<file path="src/rtl/ssd_debug_display.sv">
// Debug-word viewer: captures one 32-bit word from the datapath debug bus and scans half of it
// onto a 4-digit common-anode hex display; also debounces the step button into a 1-cycle pulse.
module ssd_debug_display #(
    parameter int REFRESH_BITS    = 18,
    parameter int DEBOUNCE_CYCLES = 1000000,
    parameter int NUM_WORDS       = 13
) (
    input  logic                      clk,
    input  logic                      reset,
    input  logic [32*NUM_WORDS-1:0]   dbg_bus,
    input  logic [3:0]                sel,
    input  logic                      upper,
    input  logic                      btn_step,
    output logic [3:0]                anode,
    output logic [6:0]                seg,
    output logic                      dp,
    output logic                      step_pulse
);

    localparam int              DB_W     = (DEBOUNCE_CYCLES > 1) ? $clog2(DEBOUNCE_CYCLES) : 1;
    localparam logic [DB_W-1:0] DB_LAST  = DB_W'(DEBOUNCE_CYCLES - 1);
    localparam logic [6:0]      SEG_DASH = 7'b0111111;
    localparam logic [6:0]      SEG_OFF  = 7'h7F;

    typedef enum logic [1:0] {
        IDLE,
        PRESS,
        HELD,
        RELEASE
    } db_state_t;

    function automatic logic [6:0] hex_to_seg(input logic [3:0] nibble);
        case (nibble)
            4'h0: return 7'b1000000;
            4'h1: return 7'b1111001;
            4'h2: return 7'b0100100;
            4'h3: return 7'b0110000;
            4'h4: return 7'b0011001;
            4'h5: return 7'b0010010;
            4'h6: return 7'b0000010;
            4'h7: return 7'b1111000;
            4'h8: return 7'b0000000;
            4'h9: return 7'b0010000;
            4'hA: return 7'b0001000;
            4'hB: return 7'b0000011;
            4'hC: return 7'b1000110;
            4'hD: return 7'b0100001;
            4'hE: return 7'b0000110;
            default: return 7'b0001110;
        endcase
    endfunction

    // Two-flop synchronizers for the switch and button inputs
    logic [3:0] sel_meta, sel_s;
    logic       upper_meta, upper_s;
    logic       btn_meta, btn_s;

    always_ff @(posedge clk or negedge reset) begin
        // NOTE: state registers use non-blocking assignments so every flop samples pre-edge values.
        if (!reset) begin
            sel_meta   <= '0;
            sel_s      <= '0;
            upper_meta <= 1'b0;
            upper_s    <= 1'b0;
            btn_meta   <= 1'b0;
            btn_s      <= 1'b0;
        end else begin
            sel_meta   <= sel;
            sel_s      <= sel_meta;
            upper_meta <= upper;
            upper_s    <= upper_meta;
            btn_meta   <= btn_step;
            btn_s      <= btn_meta;
        end
    end

    logic [31:0] words [NUM_WORDS];

    for (genvar i = 0; i < NUM_WORDS; i++) begin : g_words
        assign words[i] = dbg_bus[32*i +: 32];
    end

    logic        sel_valid;
    logic [31:0] sel_word;
    logic [15:0] sel_half;

    always_comb begin
        // NOTE: every combinational output gets a default first so no path can infer a latch.
        sel_word  = '0;
        sel_valid = (int'(sel_s) < NUM_WORDS);
        if (sel_valid) begin
            sel_word = words[sel_s];
        end
        sel_half = upper_s ? sel_word[31:16] : sel_word[15:0];
    end

    // Scan counter, tear-free frame register and registered display drivers
    logic [REFRESH_BITS-1:0] scan_cnt;
    logic [1:0]              digit;
    logic [15:0]             frame;
    logic                    frame_dash;
    logic                    frame_upper;
    logic [3:0]              nibble;

    assign digit  = scan_cnt[REFRESH_BITS-1 -: 2];
    assign nibble = frame[4*digit +: 4];

    always_ff @(posedge clk or negedge reset) begin
        if (!reset) begin
            scan_cnt    <= '0;
            frame       <= '0;
            frame_dash  <= 1'b0;
            frame_upper <= 1'b0;
            anode       <= 4'b1111;
            seg         <= SEG_OFF;
            dp          <= 1'b1;
        end else begin
            scan_cnt <= scan_cnt + 1'b1;
            // Only reload as the counter wraps, so a frame never mixes two words
            if (scan_cnt == '1) begin
                frame       <= sel_half;
                frame_dash  <= !sel_valid;
                frame_upper <= upper_s;
            end
            anode <= ~(4'b0001 << digit);
            seg   <= frame_dash ? SEG_DASH : hex_to_seg(nibble);
            dp    <= !(frame_upper && (digit == 2'd3));
        end
    end

    // Step-button debounce FSM
    db_state_t       state, state_next;
    logic [DB_W-1:0] db_cnt, db_cnt_next;

    always_ff @(posedge clk or negedge reset) begin
        if (!reset) begin
            state  <= IDLE;
            db_cnt <= '0;
        end else begin
            state  <= state_next;
            db_cnt <= db_cnt_next;
        end
    end

    always_comb begin
        state_next  = state;
        db_cnt_next = db_cnt;
        case (state)
            IDLE: begin
                if (btn_s) begin
                    state_next  = PRESS;
                    db_cnt_next = '0;
                end
            end
            PRESS: begin
                if (!btn_s) begin
                    state_next = IDLE;
                end else if (db_cnt == DB_LAST) begin
                    state_next = HELD;
                end else begin
                    db_cnt_next = db_cnt + 1'b1;
                end
            end
            HELD: begin
                if (!btn_s) begin
                    state_next  = RELEASE;
                    db_cnt_next = '0;
                end
            end
            RELEASE: begin
                if (btn_s) begin
                    state_next = HELD;
                end else if (db_cnt == DB_LAST) begin
                    state_next = IDLE;
                end else begin
                    db_cnt_next = db_cnt + 1'b1;
                end
            end
            default: state_next = IDLE;
        endcase
    end

    always_comb begin
        step_pulse = (state == PRESS) && btn_s && (db_cnt == DB_LAST);
    end

endmodule

</file>
<file path="config.mk">
export PLATFORM = sky130hd
export DESIGN_NAME = ssd_debug_display
export DESIGN_NICKNAME = d
export VERILOG_FILES = /design/src/rtl/ssd_debug_display.sv
export SDC_FILE = /design/constraint.sdc
export NUM_CORES = 1
export LEC_CHECK = 0
export CAP_MARGIN = 40
export CORE_AREA = 2 2 170 172
export DETAILED_ROUTE_END_ITERATION = 7
export DIE_AREA = 0 0 172 174
export PLACE_DENSITY = 0.67
export RECOVER_POWER = 25
export SLEW_MARGIN = 20
export SYNTH_ARGS = -nofsm -noshare
export SYNTH_HDL_FRONTEND = slang
export SYNTH_SLANG_ARGS = --single-unit
</file>
<file path="constraint.sdc">
create_clock -name clk -period 2 [get_ports clk]
set_clock_uncertainty 0.05 [all_clocks]
set_input_delay 0.3 -clock clk [delete_from_list [all_inputs] [get_ports clk]]
set_output_delay 0.3 -clock clk [all_outputs]
set_load 0.02 [all_outputs]
</file>
==> flow_summary.json, run 1 <==
{
  "dr_total_vias": 8766,
  "ys_seq_elements": 82,
  "gr-total-overflow": 0,
  "finalWeightedCongestion": 0.9176,
  "cp_cell_sequence": "buf_6, buf_12, buf_12, mux2i_1, o22ai_1, a21oi_2, buf_4, o221ai_4, a22o_1",
  "cp.depth": 9,
  "crit_arrival_ns": 2.32,
  "cts_max_level": 3,
  "nets": 1765,
  "final.setup.worst_slack_ns": -0.1400,
  "finalPower_mw": 5.805,
  "finalHoldViolations": 0,
  "grt_max_degree": 39,
  "routed_wl_mm": 39.13,
  "placed_cells": 1656,
  "yosys_warnings": 0,
  "critPathKind": "reg2reg",
  "antenna_found_initial": 10,
  "die_y_um": 174,
  "slowest_stage": "dfrtp_4",
  "synth_edf_count": 0,
  "crit_path_frequent_cell": "buf_12",
  "p_per_area_nw_per_um2": 387.0,
  "antenna_left": 0,
  "netlist_area_um2": 7257,
  "initialDrtViolationCount": 464,
  "timing.final.crit_share_pct": 107.0,
  "rsz0062_at_grt": "true",
  "required_ns": 2.18,
  "max-slew-margin-rel_pct": 26.52,
  "status": "finished with violations",
  "vias_per_cell": 5.076,
  "hold_path.class": "reg2reg",
  "num_rows": 62,
  "crit_path_max_incr_delay_ns": 0.54,
  "tritoncts": "built",
  "grt_pass1_vias": 9001,
  "die-area_um2": 29930,
  "track_usage_pct": 24.12,
  "critPathCaptureType": "register",
  "cts.clk_slew.worst_paths_ns": 0.07,
  "netlist_instances": 786,
  "tightest_slew_ns": 1.102,
  "hold_depth": 0,
  "core_area_um2": 28240,
  "yosysUniqueCellTypes": 62,
  "die_x_um": 172,
  "dpl_cell_area_um2": 12920,
  "port_buffers": 436,
  "grt_pass1_wl_mm": 53.38,
  "r2r_cells": 9,
  "clockBufferDepth": 2,
  "fin_crit_ns": 2.140,
  "synth_area_leaders": "mux2i_1 (26%), dfrtp_1 (24%), a21oi_1 (4.3%)",
  "ys_seq_area_share_pct": 28.48,
  "start_kind": "register",
  "initial_core_util_pct": 25.70,
  "syn_area_per_cell_um2": 9.233,
  "cts_root_buf": "clkbuf_16",
  "synth.most_common_cell": "mux2i_1",
  "synth_top_area_share_pct": 25.52,
  "violations": "negative setup slack",
  "crit_fanout": 10,
  "tns_ns": -1.262,
  "n_fill_cell": 2552,
  "post_drt_wl_per_cell_um": 22.66,
  "ir_drop_mv": 0.3834,
  "hold_ws_ns": 0.3029,
  "clock_latency_ns": 0.34,
  "drt_pass1_iterations": 5,
  "drive_above_1_share_pct": 29.52,
  "p_leak_nw": 6.155,
  "synthTopCellsByCount": "mux2i_1 (185), dfrtp_1 (70), a21oi_1 (63)",
  "fin_area_um2": 15000,
  "num_io_pins": 437,
  "cts_inserted_buffers": 9,
  "syn-num-nets": 1218,
  "cp_top_family": "compound AO/OA/AOI/OAI gates",
  "syn2layout_area_growth_pct": 106.7,
  "setup_viol": 23,
  "drcViolationCount": 0,
  "async_reset_ff_share_pct": 100.0,
  "path_buf_inv": 4,
  "fmax_mhz": 467.3,
  "max-cap-violations": 0,
  "dp_hpwl_mm": 31.62,
  "fin_cells": 1727,
  "cts.sinks": 82,
  "synth-main-ff-cell": "dfrtp_1",
  "yosysTopAreaCell": "mux2i_1",
  "slew_viol_final": 0
}
state kept, by name, summed over array words and instances, names as in the netlist, 4 cells and up, named ones only:
register / flops
sel_s: 4
db_cnt: 20
seg: 7
sel_meta: 4
scan_cnt: 18
frame: 16
anode: 4
per-layer routing:
layer | wire length (µm) | up-vias | track usage (%)
li1 | - | 4109 | -
met1 | 15490 | 4164 | 28.61
met2 | 19320 | 420 | 42.57
met3 | 3283 | 63 | 6.261
met4 | 986 | 10 | 6.863
met5 | 57 | - | 0
final timing paths:
path,to,from,slack (ns)
hold / removal,upper_s,upper_meta,0.30
min in group asynchronous,scan_cnt[11],reset,0.66
hold reg to reg,upper_s,upper_meta,0.30
setup / recovery,frame[14],sel_s[1],-0.14
max in group asynchronous,db_cnt[10],reset,0.44
setup reg to reg,frame[14],sel_s[1],-0.14
per-stage QoR:
step                worst slack, ns  utilization (%)
floorplan                  0.003710                -
global placement            -0.2214            45.77
detailed placement          -0.2270            45.77
CTS                         -0.1018            48.40
global route                -0.1789            53.11
finish                      -0.1400            53.12
power by group:
part / internal [mW] / switching (mW)
sequential: 1.69 / 0.0235
clock: 0.994 / 0.733
combinational: 1.45 / 0.914
total: 4.14 / 1.67
worst register-to-register path: cells and delay by family (launching register included):
| family | cells | cell delay [ns] |
|---|---|---|
| flops | 1 | 0.54 |
| mux | 1 | 0.17 |
| buf+inv | 4 | 0.60 |
| compound gates | 4 | 0.67 |
layout make-up:
cell class                      count  area [µm²]  area share, %
Inverter                           23       93.84         0.6256
Clock inverter                      7       86.33         0.5755
Tap cell                          384       480.5          3.203
Clock buffer                        9       225.2          1.501
Timing Repair Buffer              602        6276          41.84
Antenna cell                        5       12.51        0.08341
Multi-Input combinational cell    615        5752          38.34
Sequential cell                    82        2074          13.83
cell families (layout without fill, tap and decap cells):
| kind of cell | after synthesis | count (layout) | share of synthesized area (%) |
|---|---|---|---|
| and+or+nand+nor | 181 | 181 | 14.03 |
| AOI/OAI and AO/OA | 209 | 209 | 18.86 |
| muxes | 200 | 200 | 29.71 |
| buffers and inverters | 89 | 641 | 5.483 |
| adders and majority gates | 8 | 8 | 1.379 |
| DFF | 82 | 82 | 28.48 |
| other | 0 | 5 | 0 |
| xor gates and xnor gates | 17 | 17 | 2.052 |
cells in the final DEF, fill, tap and decap left out, types with 9 or more instances in the layout:
cell	instances
inv_1	20
a22o_1	12
nand3_1	20
xor2_1	10
buf_4	101
nand2_1	42
o22ai_1	29
nand3_2	11
nand2b_1	9
o221ai_2	10
a21oi_1	25
mux4_2	12
mux2i_4	15
clkbuf_16	16
buf_12	30
o21ai_1	13
buf_6	17
dfrtp_1	66
mux2i_1	151
nor2_1	15
a21oi_2	36
clkdlybuf4s50_1	428
mux2i_2	19
o22ai_2	9
a22oi_2	11
dfstp_2	12
a22oi_1	25
what timing repair did:
item,CTS,global route
endpoints found under the setup margin,32,45
gates resized for setup,64,198
setup buffers,10,32
endpoints found under the hold margin,34,0
hold buffers,1,0
pin swaps,20,72
cloned,3,7
(Power assumes the default switching activity.)
==> run 2: changes to the inputs <==
Settings changed: PLACE_DENSITY 0.67 to 0.62.
==> run 2 against run 1 <==
The flow still finishes with violations (negative setup slack). Sequential share of layout area increased by 1.2 points. Count of clock-buffer cells in the layout unchanged. Total power decreased by 6.3%. Largest power group unchanged. Non-clock buffer count decreased by 48. Core utilization decreased by 4.2 points. Sequential cell count unchanged. Critical path depth decreased by 2. First-iteration DRC count increased by 9.1%. Global-route usage decreased by 0.23 points. Register-to-register slack improved by 0.04 ns. Design area decreased by 8.0%. Hold slack improved by 0.0049 ns.
==> flow_summary.json, run 2 (same netlist as run 1, synthesis figures left out) <==
{
  "status": "finished with violations",
  "violations": "negative setup slack",
  "cellInternalPower_mw": 3.845,
  "grt_max_degree": 65,
  "dp_hpwl_mm": 30.78,
  "max-slew-margin-rel_pct": 26.53,
  "wl_met2_mm": 18.46,
  "cts.clk_slew.worst_paths_ns": 0.07,
  "final.setup.worst_slack_ns": -0.09774,
  "hold_path.class": "reg2reg",
  "antenna_found_initial": 5,
  "finalWeightedCongestion": 0.9455,
  "drt_pass1_iterations": 5,
  "gr-total-overflow": 0,
  "start_kind": "register",
  "largestRegisters": "db_cnt: 20 flops, scan_cnt: 18 flops, frame: 16 flops",
  "grt_pass1_wl_mm": 53.07,
  "die_y_um": 174,
  "cts_max_level": 3,
  "dpl_worst_slack_ns": -0.2335,
  "max-cap-violations": 0,
  "cts_inserted_buffers": 9,
  "p_leak_nw": 5.787,
  "tritoncts": "built",
  "crit_fanout": 7,
  "crit_arrival_ns": 2.27,
  "clkPwrFrac_pct": 30.4,
  "drcViolationCount": 0,
  "slew_viol_final": 0,
  "dr_total_vias": 8555,
  "cts_root_buf": "clkbuf_16",
  "vias_per_cell": 5.104,
  "required_ns": 2.17,
  "drive_above_1_share_pct": 20.43,
  "setup_viol": 30,
  "fin_crit_ns": 2.098,
  "pwr-share-seq_pct": 31.5,
  "clock_latency_ns": 0.35,
  "reg2reg_from": "db_cnt[15]",
  "track_usage_pct": 23.88,
  "n_fill_cell": 2688,
  "syn2layout_area_growth_pct": 90.24,
  "final_common_cell": "clkdlybuf4s50_1",
  "max_flop_register": "db_cnt",
  "timing.final.crit_share_pct": 104.9,
  "antenna_left": 0,
  "tightest_slew_ns": 1.102,
  "num_io_pins": 437,
  "cts.sinks": 82,
  "critPathCaptureType": "register",
  "initial_core_util_pct": 25.70,
  "worstHoldStart": "sel_meta[3]",
  "fin_cells": 1676,
  "initialDrtViolationCount": 506,
  "critPathKind": "reg2reg",
  "rsz0062_at_grt": "true",
  "finalHoldViolations": 0,
  "ir_drop_mv": 0.3817,
  "layout_common_cells": "clkdlybuf4s50_1 (428), mux2i_1 (175), buf_4 (84)",
  "antennaDiodeCount": 0,
  "fmax_mhz": 476.7,
  "power_switching_mw": 1.596,
  "top_layer": "met5",
  "met1_length_mm": 15.72,
  "swShare_pct": 29.33,
  "num_rows": 62,
  "met3WireLength_mm": 2.918,
  "startpoint": "db_cnt[15]",
  "port_buffers": 436,
  "post_drt_wl_per_cell_um": 22.80,
  "largest_reg_flops": 20,
  "clockBufferDepth": 2,
  "die-area_um2": 29930,
  "finalPower_mw": 5.441,
  "grt_pass1_vias": 8830,
  "die_x_um": 172,
  "nets": 1719,
  "p_per_area_nw_per_um2": 394.1,
  "core_area_um2": 28240,
  "p_comb_share_pct": 38.1,
  "placed_cells": 1647,
  "routed_wl_mm": 38.21
}
run 2: cell count changes in the layout (fill, tap and decap cells not counted), moves of 6 or more:
cell,previous run,this run
a21oi_1,25,44
buf_8,7,0
mux2i_2,19,7
a22oi_1,25,36
o221ai_1,1,7
buf_4,101,84
a21oi_2,36,19
buf_12,30,14
mux2i_1,151,175
mux2i_4,15,3
a22oi_2,11,0
o21ai_0,4,14
o21ai_1,13,4
run 2: metrics by stage:
step | utilization [%] | area (µm²) | setup TNS, ns | hold WS (ns)
3_5_place_dp | 45.40 | 12820 | -2.644 | 0.1522
2_1_floorplan | - | 7263 | 0 | -0.04559
6_report | 48.89 | 13810 | -1.325 | 0.3077
3_3_place_gp | 45.40 | 12820 | -2.173 | 0.1554
4_1_cts | 47.17 | 13320 | -0.9898 | 0.3112
5_1_grt | 48.89 | 13810 | -3.619 | 0.3171
run 2: power by group through the flow:
stage,Combinational (mW),Clock [mW],Sequential [mW]
finish,2.07,1.65,1.71
floorplan,0.644,0,1.74
detailed placement,1.93,0,1.74
global route,2.20,1.80,1.72
global placement,1.92,0,1.74
CTS,1.99,1.71,1.71
run 2: critical path, stage by stage (launching register included):
cell	delay, ns
dfrtp_1	0.38
or4b_4	0.56
buf_6	0.14
nor4_4	0.24
a21o_4	0.27
clkbuf_16	0.18
or4_4	0.12
a21oi_2	0.04
run 2: layout make-up:
| class | count | area, µm² | area share [%] |
|---|---|---|---|
| clock inverters | 7 | 71.32 | 0.5166 |
| flip-flops and latches | 82 | 2073 | 15.02 |
| well taps | 384 | 480.5 | 3.480 |
| multi-input cells | 617 | 5256 | 38.07 |
| clock buffers | 9 | 225.2 | 1.631 |
| repair buffers | 554 | 5608 | 40.62 |
| inverters | 23 | 91.34 | 0.6616 |
run 2: repair_timing:
action	CTS	global route
pin swaps	4	24
hold endpoints to repair	12	0
cloned	1	4
hold buffers	1	0
endpoints found under the setup margin	35	43
setup buffers	1	6
resized for setup	38	76
run 2: layer usage:
layer	vias up	track usage, %
li1	4029	-
met1	4087	29.49
met2	373	41.72
met3	56	4.872
met4	10	6.898
met5	-	0
run 2: final timing paths:
check / endpoint / slack [ns] / depth (start not counted)
setup / recovery: db_cnt[17] / -0.1 / 7
hold / removal: sel_s[3] / 0.31 / 0
setup reg to reg: db_cnt[17] / -0.1 / 7
hold reg to reg: sel_s[3] / 0.31 / 0
max in group asynchronous: dp / 0.32 / 3
min in group asynchronous: frame[12] / 0.63 / 2
